[src/rtl/ikbd_key_matrix.sv]
// ikbd_key_matrix
//   Keyboard-matrix engine for the ikbd. Decoded key make/break events are
//   queued in a small FIFO and applied one at a time to a ROWS x COLS
//   key-state bitmap. Every real key transition is held for HOLD_CYCLES
//   clocks before the next one is applied, so the 6301 scan loop cannot miss
//   a short tap. The bitmap is presented as active-low column data, ANDed
//   over all currently selected (active-low) rows.
//
//   Optional feature macro: IKBD_KEYMATRIX_OVF_EN
//     defined   -> sticky overflow flag on ovf, cleared by ovf_clr
//     undefined -> ovf tied low, ovf_clr ignored
//
// Ports
//   clk        in   system clock (2MHz ikbd clock)
//   res_n      in   asynchronous active-low reset
//   ev_valid   in   key event offered
//   ev_ready   out  FIFO can accept an event (not full)
//   ev_press   in   1 = make, 0 = break
//   ev_code    in   key index = row*COLS + col
//   all_up     in   synchronous clear: release all keys, flush FIFO, cancel hold
//   row_sel_n  in   active-low row selects from the CPU ports
//   col_out    out  active-low column data for the selected rows
//   busy       out  FIFO non-empty or hold counter running
//   ovf        out  sticky overflow flag
//   ovf_clr    in   clears ovf
module ikbd_key_matrix #(
    parameter int ROWS        = 15,
    parameter int COLS        = 8,
    parameter int DEPTH       = 8,
    parameter int HOLD_CYCLES = 20000
) (
    input  logic                           clk,
    input  logic                           res_n,
    input  logic                           ev_valid,
    output logic                           ev_ready,
    input  logic                           ev_press,
    input  logic [$clog2(ROWS*COLS)-1:0]   ev_code,
    input  logic                           all_up,
    input  logic [ROWS-1:0]                row_sel_n,
    output logic [COLS-1:0]                col_out,
    output logic                           busy,
    output logic                           ovf,
    input  logic                           ovf_clr
);

    localparam int NKEYS = ROWS * COLS;
    localparam int CW    = $clog2(NKEYS);
    localparam int PW    = $clog2(DEPTH);
    localparam int HW    = (HOLD_CYCLES > 0) ? $clog2(HOLD_CYCLES + 1) : 1;

    // One extra bit so a full power-of-two matrix still compares correctly.
    localparam logic [CW:0]   NKEYS_W   = (CW + 1)'(NKEYS);
    localparam logic [PW:0]   FULL_CNT  = (PW + 1)'(DEPTH);
    localparam logic [HW-1:0] HOLD_LOAD = HW'(HOLD_CYCLES);

    typedef enum logic {
        IDLE = 1'b0,
        HOLD = 1'b1
    } state_t;

    state_t              state_q, state_d;
    logic [HW-1:0]       hold_q, hold_d;
    logic [NKEYS-1:0]    keys_q, keys_d;
    logic [PW-1:0]       rd_q, rd_d;
    logic [PW-1:0]       wr_q, wr_d;
    logic [PW:0]         count_q, count_d;
    logic                ready_q;
    logic                busy_q;
    logic [CW:0]         mem_q [DEPTH];

    logic                doPush;
    logic                doPop;
    logic                headPress;
    logic [CW-1:0]       headCode;

    assign ev_ready  = ready_q;
    assign busy      = busy_q;
    assign doPush    = ev_valid && ready_q && !all_up;
    assign doPop     = (state_q == IDLE) && (count_q != '0);
    assign headPress = mem_q[rd_q][CW];
    assign headCode  = mem_q[rd_q][CW-1:0];

    // Next-state logic: hold countdown, head evaluation, FIFO bookkeeping.
    // all_up is applied last so it overrides any push/pop on the same edge.
    always_comb begin
        keys_d  = keys_q;
        hold_d  = hold_q;
        rd_d    = rd_q;
        wr_d    = wr_q;
        count_d = count_q;

        if (state_q == HOLD) begin
            hold_d = hold_q - HW'(1);
        end

        if (doPop) begin
            rd_d = rd_q + PW'(1);
            // Out-of-range codes and no-change events are dropped without a hold.
            if ({1'b0, headCode} < NKEYS_W) begin
                if (keys_q[headCode] != headPress) begin
                    keys_d[headCode] = headPress;
                    hold_d           = HOLD_LOAD;
                end
            end
        end

        if (doPush) begin
            wr_d = wr_q + PW'(1);
        end

        case ({doPush, doPop})
            2'b10:   count_d = count_q + (PW + 1)'(1);
            2'b01:   count_d = count_q - (PW + 1)'(1);
            default: count_d = count_q;
        endcase

        if (all_up) begin
            keys_d  = '0;
            hold_d  = '0;
            rd_d    = '0;
            wr_d    = '0;
            count_d = '0;
        end

        state_d = (hold_d != '0) ? HOLD : IDLE;
    end

    // Engine state, bitmap, FIFO pointers and registered status outputs.
    always_ff @(posedge clk or negedge res_n) begin
        if (!res_n) begin
            state_q <= IDLE;
            hold_q  <= '0;
            keys_q  <= '0;
            rd_q    <= '0;
            wr_q    <= '0;
            count_q <= '0;
            ready_q <= 1'b1;
            busy_q  <= 1'b0;
        end else begin
            state_q <= state_d;
            hold_q  <= hold_d;
            keys_q  <= keys_d;
            rd_q    <= rd_d;
            wr_q    <= wr_d;
            count_q <= count_d;
            ready_q <= (count_d != FULL_CNT);
            busy_q  <= (count_d != '0) || (hold_d != '0);
        end
    end

    // FIFO storage needs no reset; only the pointers define its contents.
    always_ff @(posedge clk) begin
        if (doPush) begin
            mem_q[wr_q] <= {ev_press, ev_code};
        end
    end

    // Column readout: a pressed key pulls its column low in every selected row.
    always_comb begin
        col_out = '1;
        for (int r = 0; r < ROWS; r++) begin
            if (!row_sel_n[r]) begin
                for (int c = 0; c < COLS; c++) begin
                    if (keys_q[r*COLS + c]) begin
                        col_out[c] = 1'b0;
                    end
                end
            end
        end
    end

`ifdef IKBD_KEYMATRIX_OVF_EN
    logic ovf_q;

    // Sticky overflow: a rejected offer sets it, and setting beats clearing.
    always_ff @(posedge clk or negedge res_n) begin
        if (!res_n) begin
            ovf_q <= 1'b0;
        end else if (ev_valid && !ready_q) begin
            ovf_q <= 1'b1;
        end else if (ovf_clr) begin
            ovf_q <= 1'b0;
        end
    end

    assign ovf = ovf_q;
`else
    logic unused_ovf_clr;

    assign unused_ovf_clr = ovf_clr;
    assign ovf            = 1'b0;
`endif

endmodule

[config.mk]
export PLATFORM = sky130hd
export DESIGN_NAME = ikbd_key_matrix
export DESIGN_NICKNAME = d
export VERILOG_FILES = /design/src/rtl/ikbd_key_matrix.sv
export SDC_FILE = /design/constraint.sdc
export NUM_CORES = 1
export LEC_CHECK = 0
export ABC_AREA = 0
export BUFFER_PORTS_ARGS = -buffer_cell sky130_fd_sc_hd__buf_2
export CAP_MARGIN = 20
export CORE_ASPECT_RATIO = 2
export CORE_UTILIZATION = 30
export DETAILED_ROUTE_END_ITERATION = 10
export PLACE_DENSITY = 0.44
export SYNTH_ARGS = -nofsm -noshare
export SYNTH_HDL_FRONTEND = slang
export SYNTH_SLANG_ARGS = --single-unit
[constraint.sdc]
create_clock -name clk -period 4.3 [get_ports clk]
set_input_delay 0.645 -clock clk [delete_from_list [all_inputs] [get_ports clk]]
set_output_delay 0.645 -clock clk [all_outputs]
set_load 0.02 [all_outputs]
# Word level (Yosys, flattened, before mapping)
# Memory sizes are Yosys's and may differ from the RTL's.
# Index checks and enable logic that the tools add are counted.
# Widths: inputs -> output; s select.
# totals
register_bits	148
mem_bits_rw	64
inputBits	28
wordCells	194
n_memories	1
# op_classes
add_sub_neg	5
order_cmp	3
n_eq_ne	4
n_mux	158
n_bitwise	1
n_reduce_logical	14
# memory_table
memory	words	width	read_ports	rd_ports_with_merged_regs	wr	line_no	source
mem_q	8	8	1	0	1	69	logic [CW:0] mem_q [DEPTH];
# op_table
cell	count
$mux 120	4
$mux 1	125
$bwmux 120	1
$mux 8	15
$mux 15	5
$reduce_bool 15->1	1
$sub 15x1->15 const B	1
$mux 3	4
$lt 7x8->1 const B	1
$pmux 4 s2	1
$reduce_bool 2->1	4
$reduce_bool 4->1	2
$bmux 1 s7	1
$demux 1 s7	1
$ge 7x1->1 const B	1
$lt 7x7->1 const B	1
$add 3x1->3 const B	2
$add 4x1->4 const B	1
$logic_and 1x1->1	4
$mux 4	1
$ne 4x4->1 const B	1
$sub 4x1->4 const B	1
$reduce_and 3->1	1
$eq 2x1->1 const B	1
5 further kinds	5

# Depth between registers and ports, before layout
# depth
word_depth	30
depth_mapped	17

# Worst setup path after synthesis
# Ideal clock, no wire load.
# synth_path
kind	register to register
startpoint	register rd_q[0]
endpoint	register keys_q[119]
arrival_ns	3.659
required_ns	4.206
path_slack_ns	0.547
stages_incl_launch_ff	14
n_path_buf	4
period_less_slack_ns	3.753
cell_sequence	dfrtp_1 -> buf_4 -> mux4_2 -> mux2_2 -> buf_2 -> buf_2 -> mux2i_1 -> o22a_1 -> nand4_1 -> nand3_2 -> nor4_4 -> o211ai_4 -> buf_6 -> a221oi_2
# synth_between
elab_chain_cells	10
elab_cells_between_ends	18
cone_classes	order compare: 3; eq/ne: 1; mux: 9; reduce/logical: 4; memory: 1
# synth_lines
element	line_no	source
from (decl)	64	logic [PW-1:0] rd_q, rd_d;
from (signal assigned)	143	rd_q <= rd_d;
$mem_v2 8x8 (*)	-	
$lt 7x8->1 (not written as such) / $ge 7x1->1 (equally long branches)	101	keys_d[headCode] = headPress;
$logic_and 1x1->1 (not written as such)	101	
$mux 1 (not written as such)	101	
$demux 1 s7	101	
$bwmux 120	101	
$mux 120	100	if (keys_q[headCode] != headPress) begin
$mux 120	99	if ({1'b0, headCode} < NKEYS_W) begin
$mux 120	96	if (doPop) begin
$mux 120	117	if (all_up) begin
to (signal assigned)	142	keys_q <= keys_d;
to (decl)	63	logic [NKEYS-1:0] keys_q, keys_d;
# Mark *: on every way between the ends. The rest lies on a longest branch, timed or not. The select of a mux whose other input is x is not followed.
# A chain may end at the register's enable or synchronous reset.

# Worst setup path in the final report
# layout_path
startpoint	register rd_q[2]
endpoint	register keys_q[88]
# The elaborated chain is that of the path after synthesis.

==> qor.csv <==
stage,metric,value,unit
run_status,outcome,"complete, no violations",
route,Via density,5.59,
critical_path,R2R Setup Slk,0.12,ns
place,PortBufs,36,
clock_tree,Inserted Clock Buffers,23,
place,hpwl dp,34000,um
clock_tree,"Clk Latency, worst-skew pair",0.54,ns
yosys,synth top area cells,"dfrtp_1, edfxtp_1, a221oi_2",
route,1st-pass router iterations,5,
place,Post-Place Cells,1872,
yosys,top cell type's share of synthesized area,28.6,%
floorplanning,Die W,148,um
yosys,mapped cell area,12800,um^2
yosys,Avg Inst Size Synth,9.65,um^2
timing,RSZ-0062 raised after global routing,no,
timing,clk_skew,0.0159,ns
grt,largest net degree at the start of global routing,227,
timing,"Slew Viols, Final",0,
critical_path,largest fanout on the critical path,16,
route,post-route ant nets,0,
layout,Layout Nets,1394,
layout,Final Non-Filler Cells,1915,
pwr,LEAKAGE,5.00,nW
grt,vias in the first global route,10800,
critical_path,Worst R2R End,keys_q[88],
critical_path,r2r startpoint,rd_q[2],
timing,fmax,239,MHz
clock_tree,maximum buffer depth of the clock tree,3,
yosys,Synth cell types,78,
timing,crit path time final,4.18,ns
layout,storage element area,5630,um^2
critical_path,critical path data arrival time,4.61,ns
route,Via Count,10700,
clock_tree,CTS root buf,clkbuf_16,
route,initial drt markers,717,
timing,"Hold Violations, Final",0,
timing,Slew @ Worst Pin,1.03,ns
yosys,sequential area share after synthesis,43.8,%
layout,diode count,0,
yosys,Synth area leader,dfrtp_1,
floorplanning,I/O Pins,39,
grt,initial antenna violation count,1,
layout,post-layout util,35.4,%
floorplanning,row count,106,
floorplanning,Die H,295,um
route,# DRC,0,
critical_path,CP Launch Type,flip-flop,
layout,most frequent cells in the layout,"nand2_1, a21oi_1, dfrtp_1, inv_1, edfxtp_1",
clock_tree,H-tree depth,1,
yosys,Async SR Flop Fraction,69.8,%
clock_tree,# clock sinks,212,
clock_tree,TritonCTS clock tree,yes,
yosys,Yosys warning count,0,
layout,fill cell count,4189,
critical_path,WS Path Type,flip-flop to flip-flop,
floorplanning,core area,42000,um^2
min_path,worst hold path type,primary input to asynchronous set/reset pin,
clock_tree,clk slew on worst S/H paths,0.06,ns
pwr,Pwr per Cell Area,460,nW/um^2
critical_path,CP Launch Point,rd_q[2],
job,Max Cap Violations,0,
route,WL/cell,24.1,um
grt,Total GRT Usage,21.6,%
timing,period utilisation layout,97.2,%
floorplanning,Starting Density,30.6,%
yosys,Post-synth EDFFs,64,
floorplanning,Die Area,43700,um^2
layout,multi-input logic area,6230,um^2
critical_path,Critical Path RT,4.73,ns
clock_tree,CTS Hold Buffers Added,0,
grt,first-pass GRT wire length,69700,um
route,Total Wirelength,46100,um
grt,global route overflow,0,
critical_path,crit end category,flip-flop,
layout,Area Overhead vs Synth,15.9,%
place,gp weighted congestion,0.893,
yosys,synthesized netlist cell count,1332,
timing,Relative slew margins,30.9,%
critical_path,reg2reg path depth,15,
yosys,Synth Flop Type,dfrtp_1,
layout,"leading cell type in the layout, fill and taps excluded",nand2_1,
yosys,register bit count reported by yosys,212,
timing,final count of negative-setup-slack endpoints,0,
layout,layout cells sized above 1,19.9,%
pwr,maximum VDD drop,0.216,mV
yosys,syn_nets,1367,
final cells by class:
class                           count  share of cell area, %
Inverter                          116                   2.96
Clock inverter                     17                   1.48
Tap cell                          540                   4.54
Timing Repair Buffer              119                   7.45
Multi-Input combinational cell    887                   41.9
Sequential cell                   212                   37.8
Clock buffer                       24                   3.89
cells in the mapped netlist, drive strengths merged (4+ instances only):
| cell | n |
|---|---|
| o211ai | 24 |
| mux4 | 10 |
| nand2b | 14 |
| nand2 | 164 |
| or4 | 9 |
| o22ai | 42 |
| o221ai | 7 |
| o21ai | 60 |
| nor3 | 27 |
| dfrtp | 147 |
| nor2 | 63 |
| xor2 | 11 |
| edfxtp | 64 |
| xnor2 | 11 |
| mux2i | 39 |
| a221oi | 94 |
| ha | 6 |
| a211oi | 18 |
| nor4b | 17 |
| or3 | 4 |
| a21oi | 151 |
| clkbuf | 77 |
| and3 | 8 |
| mux2 | 9 |
| o31ai | 17 |
| inv | 116 |
| nand3 | 11 |
| buf | 41 |
| a31oi | 8 |
| nor4 | 22 |
cells by family after synthesis:
| group | synth area share [%] |
|---|---|
| muxes | 5.61 |
| DFF | 43.8 |
| adders and majority gates | 0.740 |
| xor gates and xnor gates | 1.50 |
| other | 0.0292 |
| buffers and inverters | 8.09 |
| AOI/OAI and AO/OA | 27.0 |
| and+or+nand+nor | 13.2 |
stage by stage:
step                power [mW]  hold slack (ns)  TNS, ns  instance area [um^2]  setup WS, ns
CTS                       6.90           0.0865        0                 14800         0.100
floorplan                 3.87            0.349        0                 12800         0.547
global route              7.21            0.109        0                 14900       0.00556
global placement          4.66            0.521        0                 14000       0.00616
detailed placement        4.69            0.529  -0.0412                 14000       -0.0266
finish                    6.85           0.0738        0                 14900         0.121
registers in the layout (all words and copies together), names as in the netlist:
signal and flops:
keys_q 120, state_q 1, count_q 4, rd_q 3, mem_q 64, busy 1, hold_q 15, ev_ready 1
wr_q 3
layer usage:
layer	wire length, um	part of all wire, %	track usage [%]	up-vias
met5	13	0.028	0	-
met3	1510	3.3	1.92	133
met1	16100	35	22.0	5251
met2	25300	55	41.4	317
li1	-	-	-	4994
met4	3170	6.9	13.5	2
how the worst max path moves through the flow:
| stage | endpoint | slack, ns | cells past startpoint |
|---|---|---|---|
| finish | keys_q[88] | 0.12 | 15 |
| global route | keys_q[83] | 0.006 | 17 |
| CTS | keys_q[108] | 0.10 | 14 |
| floorplan | keys_q[119] | 0.55 | 13 |
| detailed placement | keys_q[108] | -0.03 | 14 |
| global placement | keys_q[89] | 0.006 | 14 |
where the power goes:
group          internal [mW]  switching (mW)
Clock                   1.28           0.898
Sequential              2.19           0.120
Combinational          0.853            1.51
critical path: stages, from the launching register on:
cell and delay (ns):
dfrtp_2 0.49, mux4_2 0.55, mux2_2 0.46, buf_12 0.22, nand2_1 0.06, o211ai_1 0.08
o311a_1 0.15, a311oi_2 0.40, buf_4 0.21, nor4b_4 0.05, buf_4 0.18, nor4_4 0.38
buf_12 0.21, o211ai_4 0.09, buf_12 0.21, a221oi_1 0.30
timing repair:
| action | 4_1_cts | 5_1_grt |
|---|---|---|
| cloned | 0 | 1 |
| endpoints found under the setup margin | 14 | 43 |
| buffers inserted | 0 | 1 |
| pin swaps | 0 | 1 |
| resized for setup | 3 | 4 |
Note: power is estimated with default switching activity, not from simulation.
